$ cat src/rtl/mem_arbiter.sv
// Round-robin share of one memory port among imap/wt readers and omap writer.
// Latency: grant->arb2mem 1 cycle, rvld->BIU data 1 cycle; held request stalls all grants.
module mem_arbiter #(
  parameter int AW       = 32,
  parameter int DW       = 32,
  parameter int MAX_OUTS = 4
) (
  input  logic          clk,
  input  logic          rst_n,
  input  logic [AW-1:0] imap_biu2arb_addr,
  input  logic          imap_biu2arb_vld,
  output logic          imap_biu2arb_rdy,
  output logic [DW-1:0] arb2imap_biu_data,
  output logic          arb2imap_biu_vld,
  input  logic [AW-1:0] wt_biu2arb_addr,
  input  logic          wt_biu2arb_vld,
  output logic          wt_biu2arb_rdy,
  output logic [DW-1:0] arb2wt_biu_data,
  output logic          arb2wt_biu_vld,
  input  logic [AW-1:0] omap_biu2arb_addr,
  input  logic [DW-1:0] omap_biu2arb_data,
  input  logic          omap_biu2arb_vld,
  output logic          omap_biu2arb_rdy,
  output logic [AW-1:0] arb2mem_addr,
  output logic [DW-1:0] arb2mem_wdata,
  output logic          arb2mem_we,
  output logic          arb2mem_vld,
  input  logic          arb2mem_rdy,
  input  logic [DW-1:0] mem2arb_rdata,
  input  logic          mem2arb_rvld,
  output logic          arb_err
);

  localparam int CW = $clog2(MAX_OUTS) + 1;

  typedef struct packed {
    logic [AW-1:0] addr;
    logic [DW-1:0] wdata;
    logic          we;
  } mem_req_t;

  typedef enum logic [1:0] {
    REQ_IMAP = 2'd0,
    REQ_WT   = 2'd1,
    REQ_OMAP = 2'd2
  } req_e;

  mem_req_t      req_q, req_d;
  logic          mem_vld_q, mem_vld_d;
  req_e          prio_q, prio_d;
  logic          slot_free;
  logic          rd_ok;
  logic [2:0]    elig;
  logic [2:0]    gnt;
  logic          id_push, id_pop;
  logic [0:0]    id_head;
  logic [CW-1:0] id_cnt;
  logic          id_empty;

  logic          imap_vld_q, wt_vld_q, err_q;
  logic [DW-1:0] imap_dat_q, wt_dat_q;

  assign slot_free = !mem_vld_q | arb2mem_rdy;
  assign id_empty  = (id_cnt == '0);
  assign id_pop    = mem2arb_rvld & !id_empty;
  // A return arriving this cycle frees a slot for a read granted this cycle.
  assign rd_ok     = (id_cnt != CW'(MAX_OUTS)) | id_pop;
  assign elig      = {omap_biu2arb_vld, wt_biu2arb_vld & rd_ok, imap_biu2arb_vld & rd_ok};

  always_comb begin
    gnt = 3'b000;
    if (slot_free) begin
      case (prio_q)
        REQ_IMAP: begin
          if (elig[0])      gnt = 3'b001;
          else if (elig[1]) gnt = 3'b010;
          else if (elig[2]) gnt = 3'b100;
        end
        REQ_WT: begin
          if (elig[1])      gnt = 3'b010;
          else if (elig[2]) gnt = 3'b100;
          else if (elig[0]) gnt = 3'b001;
        end
        default: begin
          if (elig[2])      gnt = 3'b100;
          else if (elig[0]) gnt = 3'b001;
          else if (elig[1]) gnt = 3'b010;
        end
      endcase
    end
  end

  assign imap_biu2arb_rdy = gnt[0];
  assign wt_biu2arb_rdy   = gnt[1];
  assign omap_biu2arb_rdy = gnt[2];

  always_comb begin
    req_d     = req_q;
    mem_vld_d = mem_vld_q;
    prio_d    = prio_q;
    if (slot_free) begin
      mem_vld_d = |gnt;
      if (gnt[0]) begin
        req_d  = '{addr: imap_biu2arb_addr, wdata: '0, we: 1'b0};
        prio_d = REQ_WT;
      end else if (gnt[1]) begin
        req_d  = '{addr: wt_biu2arb_addr, wdata: '0, we: 1'b0};
        prio_d = REQ_OMAP;
      end else if (gnt[2]) begin
        req_d  = '{addr: omap_biu2arb_addr, wdata: omap_biu2arb_data, we: 1'b1};
        prio_d = REQ_IMAP;
      end
    end
  end

  always_ff @(posedge clk) begin
    if (!rst_n) begin
      req_q     <= '0;
      mem_vld_q <= 1'b0;
      prio_q    <= REQ_IMAP;
    end else begin
      req_q     <= req_d;
      mem_vld_q <= mem_vld_d;
      prio_q    <= prio_d;
    end
  end

  assign arb2mem_addr  = req_q.addr;
  assign arb2mem_wdata = req_q.wdata;
  assign arb2mem_we    = req_q.we;
  assign arb2mem_vld   = mem_vld_q;

  // Outstanding-read IDs: 0 = imap, 1 = wt.
  assign id_push = gnt[0] | gnt[1];

  mem_arb_fifo #(
    .W     (1),
    .DEPTH (MAX_OUTS)
  ) u_id_fifo (
    .clk        (clk),
    .rst_n      (rst_n),
    .push_i     (id_push),
    .push_dat_i (gnt[1]),
    .pop_i      (id_pop),
    .head_dat_o (id_head),
    .count_o    (id_cnt)
  );

  always_ff @(posedge clk) begin
    if (!rst_n) begin
      imap_vld_q <= 1'b0;
      wt_vld_q   <= 1'b0;
      imap_dat_q <= '0;
      wt_dat_q   <= '0;
      err_q      <= 1'b0;
    end else begin
      imap_vld_q <= id_pop & !id_head[0];
      wt_vld_q   <= id_pop & id_head[0];
      if (id_pop && !id_head[0]) imap_dat_q <= mem2arb_rdata;
      if (id_pop && id_head[0])  wt_dat_q   <= mem2arb_rdata;
      if (mem2arb_rvld && id_empty) err_q <= 1'b1;
    end
  end

  assign arb2imap_biu_vld  = imap_vld_q;
  assign arb2imap_biu_data = imap_dat_q;
  assign arb2wt_biu_vld    = wt_vld_q;
  assign arb2wt_biu_data   = wt_dat_q;
  assign arb_err           = err_q;

endmodule

// Generic synchronous FIFO; head is combinational from storage, count is registered.
// Latency: push visible at head next cycle; no internal backpressure, caller respects count.
module mem_arb_fifo #(
  parameter int W     = 1,
  parameter int DEPTH = 4
) (
  input  logic                     clk,
  input  logic                     rst_n,
  input  logic                     push_i,
  input  logic [W-1:0]             push_dat_i,
  input  logic                     pop_i,
  output logic [W-1:0]             head_dat_o,
  output logic [$clog2(DEPTH):0]   count_o
);

  localparam int PW = $clog2(DEPTH);
  localparam int CW = PW + 1;

  logic [W-1:0]  mem_q [DEPTH];
  logic [PW-1:0] wr_q, rd_q;
  logic [CW-1:0] cnt_q, cnt_d;

  always_comb begin
    cnt_d = cnt_q;
    case ({push_i, pop_i})
      2'b10:   cnt_d = cnt_q + CW'(1);
      2'b01:   cnt_d = cnt_q - CW'(1);
      default: cnt_d = cnt_q;
    endcase
  end

  always_ff @(posedge clk) begin
    if (!rst_n) begin
      wr_q  <= '0;
      rd_q  <= '0;
      cnt_q <= '0;
    end else begin
      if (push_i) wr_q <= wr_q + PW'(1);
      if (pop_i)  rd_q <= rd_q + PW'(1);
      cnt_q <= cnt_d;
    end
  end

  always_ff @(posedge clk) begin
    if (push_i) mem_q[wr_q] <= push_dat_i;
  end

  assign head_dat_o = mem_q[rd_q];
  assign count_o    = cnt_q;

endmodule
$ cat config.mk
export PLATFORM = sky130hd
export DESIGN_NAME = mem_arbiter
export DESIGN_NICKNAME = d
export VERILOG_FILES = /design/src/rtl/mem_arbiter.sv
export SDC_FILE = /design/constraint.sdc
export NUM_CORES = 1
export LEC_CHECK = 0
export CAP_MARGIN = 20
export CORE_ASPECT_RATIO = 0.7
export CORE_MARGIN = 1.5
export CORE_UTILIZATION = 37
export CTS_CLUSTER_DIAMETER = 200
export DETAILED_ROUTE_END_ITERATION = 8
export PLACE_DENSITY_LB_ADDON = 0.15
export SYNTH_ARGS = -nofsm -noshare
export SYNTH_HDL_FRONTEND = slang
export SYNTH_HIERARCHICAL = 1
export SYNTH_SLANG_ARGS = --single-unit
$ cat constraint.sdc
create_clock -name clk -period 2.9 [get_ports clk]
set_clock_uncertainty 0.15 [all_clocks]
set_input_delay 0.58 -clock clk [delete_from_list [all_inputs] [get_ports clk]]
set_output_delay 0.58 -clock clk [all_outputs]
set_load 0.005 [all_outputs]
# Word-level counts from Yosys, hierarchy flattened
# Memories as Yosys holds them, arrays and structs flattened. A register that Yosys moved wholly into a read port is not among the register bits.
# Cells that the tools add are included.
# word_totals
romBits	0
ram_bits	4
latch_bits	0
input_bits	167
n_memories	1
register_bits	142
# mem_list
memory	words	width	read_ports	rd_clocked_by_memory_dff	wr	line_no	source
u_id_fifo.mem_q	4	1	1	1	1	191	logic [W-1:0] mem_q [DEPTH];
# classes
magnitude_cmp	0
n_reduce_logical	12
n_shift	0
n_div	0
addsub	4
muxes	22
multipliers	0
eq_ne	4
bitwise_logic	8
# op_table
op	n
2-to-1 mux 65 bit	3
2-to-1 mux 3 bit	7
2-to-1 mux 2 bit	7
case mux 3 bit (2 select lines)	2
AND 1 bit	5
adder 2 x 1 -> 2 bit, second input constant	2
equality test 2 x 1 -> 1 bit, second input constant	2
adder 3 x 1 -> 3 bit, second input constant	1
logical AND 1 bit	3
logical NOT 1 bit	3
logical NOT 3 bit	1
2-to-1 mux 1 bit	3
!= test 3 bit, second input constant	1
bitwise OR 1 bit	3
nonzero test 3 bit	1
OR reduction 3 bit	1
subtractor 3 x 1 -> 3 bit, second input constant	1
equality test 2 bit, second input constant	1
logical NOT 2 bit	1
AND reduction 2 bit	1
nonzero test 2 bit	1

# Depth between registers and ports, before layout
# logic_depth
ltp_word	13
depth_mapped	12
depth_no_buf	10

# By module
# Netlist, hierarchy kept.
# by_module_without_submodules
module	area_each_um2	instances	cells_per_inst
mem_arbiter	5600.4	1	654
mem_arb_fifo	571.8	1	45

# Worst setup path before layout
# Ideal clock, no wire load.
# synth_path
kind	input port to flip-flop
startpoint	in arb2mem_rdy
endpoint	reg u_id_fifo.cnt_q[2] (netlist: u_id_fifo/count_o[2])
setup_slack_ns	0.005
cell_stages	12
t_arrival_ns	2.675
n_path_buf	2
cell_sequence	nor2b_1 nor2_1 o221ai_1 buf_2 buf_2 inv_1 inv_1 ha_1 fa_1 xnor2_1 or3_1 a21boi_1
# synth_via
elab_chain_cells	5
# synth_rtl
item	line_no	source
start: declaration	28	input logic arb2mem_rdy,
bitwise OR 1 bit *	63	assign slot_free = !mem_vld_q | arb2mem_rdy;
2-to-1 mux 3 bit *	72	if (slot_free) begin
bitwise OR 1 bit *	134	assign id_push = gnt[0] | gnt[1];
named net id_push	55	logic id_push, id_pop;
equality test 2 x 1 -> 1 bit / equality test 2 bit (equally long branches)	197	case ({push_i, pop_i})
case mux 3 bit (2 select lines) / nonzero test 2 bit (equally long branches)	-	
end signal: assignment	212	cnt_q <= cnt_d;
end: declaration	193	logic [CW-1:0] cnt_q, cnt_d;
# Mark *: on every way through the listed nets, which the timed path passes. The rest lies on a longest branch.
# A chain may end at the register's enable or synchronous reset.

# Final worst setup path
# layout_path
startpoint	in mem2arb_rvld
endpoint	out wt_biu2arb_rdy
# layout_via
elab_chain_cells	8
# layout_rtl
item	line_no	source
start: declaration	30	input logic mem2arb_rvld,
AND 1 bit *	65	assign id_pop = mem2arb_rvld & !id_empty;
bitwise OR 1 bit *	67	assign rd_ok = (id_cnt != CW'(MAX_OUTS)) | id_pop;
AND 1 bit	68	assign elig = {omap_biu2arb_vld, wt_biu2arb_vld & rd_ok, imap_biu2arb_vld & rd_ok};
2-to-1 mux 2 bit	87	else if (elig[1]) gnt = 3'b010;
2-to-1 mux 2 bit	86	else if (elig[0]) gnt = 3'b001;
2-to-1 mux 3 bit	85	if (elig[2]) gnt = 3'b100;
case mux 3 bit (2 select lines) *	73	case (prio_q)
2-to-1 mux 3 bit *	72	
end: declaration	17	output logic wt_biu2arb_rdy,
# Every way passes the cells marked *; elsewhere a longest branch is shown, timed or not.

==> results by group <==
Outcome
  • Run status: complete, no violations

Synthesis
  • Adder-cell share of the synthesized area: 1.34%
  • Area share of and/or/nand/nor cells after synthesis: 20.2%
  • Xor/xnor share of the synthesized area: 0.710%
  • Main combinational cell family by area after synthesis: compound AO/OA/AOI/OAI gates
  • Yosys top cell area share: 46.7%
  • Mapped cell area: 6170 um2
  • Synth Warn #: 6
  • Avg Inst Size Synth: 8.83 um2
  • Compound-Gate Fraction of Synth Area: 23.7%
  • Main synth FF type: dfxtp_1
  • Leading area contributor after synthesis: dfxtp_1
  • Post-synth net total: 872
  • Synth unique cells: 37
  • Count leader, synth: nand2_1
  • Post-synth ARST share: 0%
  • Seq/Total Area, Yosys: 48.7%
  • Mux share of post-synthesis cell area: 0.689%
  • Post-synth EDFFs: 4
  • Top cells by area, synth: dfxtp_1 (47%), a21boi_0 (11%), nand2_1 (10%), nand3_1 (5.5%), a22oi_1 (3.9%)
  • Post-Syn Instances: 699
  • #FFs+latches synth: 148
  • Post-synth top cells: nand2_1 (168), dfxtp_1 (144), a21boi_0 (87)

Cells and area
  • Inserted Diodes: 0
  • Post-Layout Inst Area: 10100 um2
  • Fin nets: 1161
  • Layout cell share with drive strength beyond 1: 7.79%
  • Fin util: 61.9%
  • P&R area growth vs syn: 63.4%

Global routing
  • Vias in the first global route: 5763
  • Antenna violations before repair: 0
  • Gr usage total: 22.4%
  • Pin count of the biggest net entering global routing: 70
  • GRT overflow: 0
  • First-pass GRT wire length: 30.7 mm

Power and ir drop
  • Clock share of power: 31.4%
  • Sw Pwr: 2.16 mW
  • Pwr Density: 693 nW/um2
  • Worst VDD drop: 380 uV
  • Combinational Power Share: 31.7%
  • Leak Pwr: 3.62 nW
  • Sw Ratio: 30.9%
  • Flop pwr share: 36.9%
  • P_int: 4.83 mW

Critical path
  • Largest stage delay on the critical path: 0.35 ns
  • CP Max Fanout: 3
  • CP Capture Type: output pin
  • Buf/Inv on CP: 4
  • Worst EP required: 2.17 ns
  • CP Launch Type: input port
  • WP data arrival: 2.02 ns
  • CP Cell Sequence: dlygate4sd2_1 > nor4b_4 > buf_4 > nor2_2 > buf_4 > and2_1 > dlygate4sd2_1
  • Slowest-stage cell, CP: nor4b_4
  • Worst setup path class: in -> out
  • Family with the most delay on the worst path: buffers and inverters

CTS
  • Hold_buf cts: 0
  • CTS Root Cell: clkbuf_16
  • CTS clk-pin slew, worst paths: 0.06 ns
  • Worst skew pair latency: 0.41 ns
  • Clock Sinks: 148
  • CTS H-tree lvls: 4
  • CTS Buf Count: 17
  • Clock Path Buffers: 2
  • CTS tree: done

Die
  • Die Area: 17500 um2
  • Core box area: 16300 um2
  • DIE HEIGHT: 111 um
  • Die width: 157 um
  • Num ports: 303
  • # rows: 39
  • Initial core utilization: 37.9%

STA
  • Pin slew with the least headroom to its limit: 0.717 ns
  • Period utilisation layout: 94.8%
  • Setup ws final: 0.152 ns
  • Final setup vio count: 0
  • RSZ-0062 raised after global routing: false
  • Final hold vios: 0
  • Final min period: 2.75 ns
  • WHS: 0.310 ns
  • Max Slew Vio Count: 0
  • F_max: 364 MHz
  • Relative slew margins: 52.2%

Placed design
  • DP Wirelength: 13.7 mm
  • Dpl cell area: 9470 um2
  • RD Place Congestion: 0.786
  • Dpl ws: -0.249 ns
  • Port Buffers: 302

Route
  • Detailed router's first-iteration violation count: 323
  • Antenna Violating Nets Remaining: 0
  • Vias per cell: 4.90
  • Vias post-DR: 6002
  • # DRC: 0
  • Routed len/inst: 16.0 um
  • Final WL: 19.6 mm
  • Drt pass-1 iters: 5

Hold path
  • Hold Crit Class: reg -> reg

Run
  • Number of max-cap violations: 0
sequential cells by signal, summed over array words and instances (netlist names), named ones only:
register	flops
arb2imap_biu_data	32
arb2mem_addr	32
arb2mem_wdata	32
arb2wt_biu_data	32
u_id_fifo/mem_q	4
u_id_fifo/count_o	3
prio_q	2
u_id_fifo/rd_q	2
u_id_fifo/wr_q	2
arb2imap_biu_vld	1
arb2mem_vld	1
arb2mem_we	1
arb2wt_biu_vld	1
arb_err	1
placed cells by master, fill, tap and decap left out, types with 5 or more instances in the layout:
| cell type | Yosys | final |
|---|---|---|
| a22oi_1 | 32 | 32 |
| clkbuf_16 | 0 | 17 |
| inv_1 | 6 | 6 |
| o21a_1 | 15 | 15 |
| a21boi_0 | 87 | 87 |
| and2_1 | 13 | 13 |
| ha_1 | 5 | 5 |
| buf_4 | 0 | 26 |
| nand3_1 | 68 | 68 |
| nand2_1 | 168 | 168 |
| o221a_1 | 8 | 8 |
| dfxtp_1 | 144 | 144 |
| nor2_1 | 17 | 16 |
| clkdlybuf4s50_1 | 0 | 296 |
| nor2b_1 | 8 | 6 |
| a21boi_1 | 10 | 10 |
| o221a_2 | 6 | 6 |
| o221ai_1 | 19 | 18 |
logic make-up after synthesis:
group                      count (synthesis)
and+or+nand+nor                          284
AOI/OAI and AO/OA                        186
DFF                                      148
buffers and inverters                     67
adders and majority gates                  6
xor gates and xnor gates                   5
muxes                                      3
final cells by class:
class / count / area, um2
Tap cell: 225 / 282
Clock buffer: 19 / 453
Clock inverter: 13 / 141
Sequential cell: 148 / 3000
Timing Repair Buffer: 330 / 3270
Inverter: 7 / 26.3
Multi-Input combinational cell: 484 / 2910
Fill cell: 1464 / 6210
final timing paths:
| check | slack (ns) | depth (start not counted) | from | end |
|---|---|---|---|---|
| min reg2reg | 0.31 | 2 | arb2wt_biu_data[16] | arb2wt_biu_data[16] |
| min | 0.31 | 2 | arb2wt_biu_data[16] | arb2wt_biu_data[16] |
| max | 0.15 | 7 | mem2arb_rvld | wt_biu2arb_rdy |
| max reg2reg | 0.41 | 11 | u_id_fifo/count_o[0] | u_id_fifo/count_o[2] |
routing by layer:
metal	part of all wire (%)	wire [um]	track usage (%)	vias to the layer above
li1	-	-	-	3011
met1	45	8880	28.9	2778
met2	44	8720	34.5	191
met3	8.6	1680	8.60	22
met4	1.7	329	6.92	0
met5	0	0	0	-
tightest hold or removal path: stages (launching register included):
cell and delay, ns:
dfxtp_1 0.31, nand2_1 0.04, a21boi_0 0.06
through the flow:
step	instances	TNS [ns]	power (mW)
floorplan	699	0	3.63
global placement	1193	-4.63	4.83
detailed placement	1193	-5.72	4.84
CTS	1225	0	7.06
global route	1226	0	7.38
finish	1226	0	6.99
power groups by stage:
stage | sequential [mW] | combinational (mW) | clock (mW)
4_1_cts | 2.58 | 2.23 | 2.25
6_report | 2.58 | 2.21 | 2.19
3_5_place_dp | 2.62 | 2.22 | 0
2_1_floorplan | 2.63 | 1.00 | 0
3_3_place_gp | 2.62 | 2.21 | 0
5_1_grt | 2.62 | 2.43 | 2.33
repair_timing:
item                                    CTS  global route
gates resized for setup                   5             3
endpoints found under the setup margin    3             1
pin swaps                                 1             1
setup buffers                             0             1
cloned                                    0             0
(Power assumes the default switching activity.)
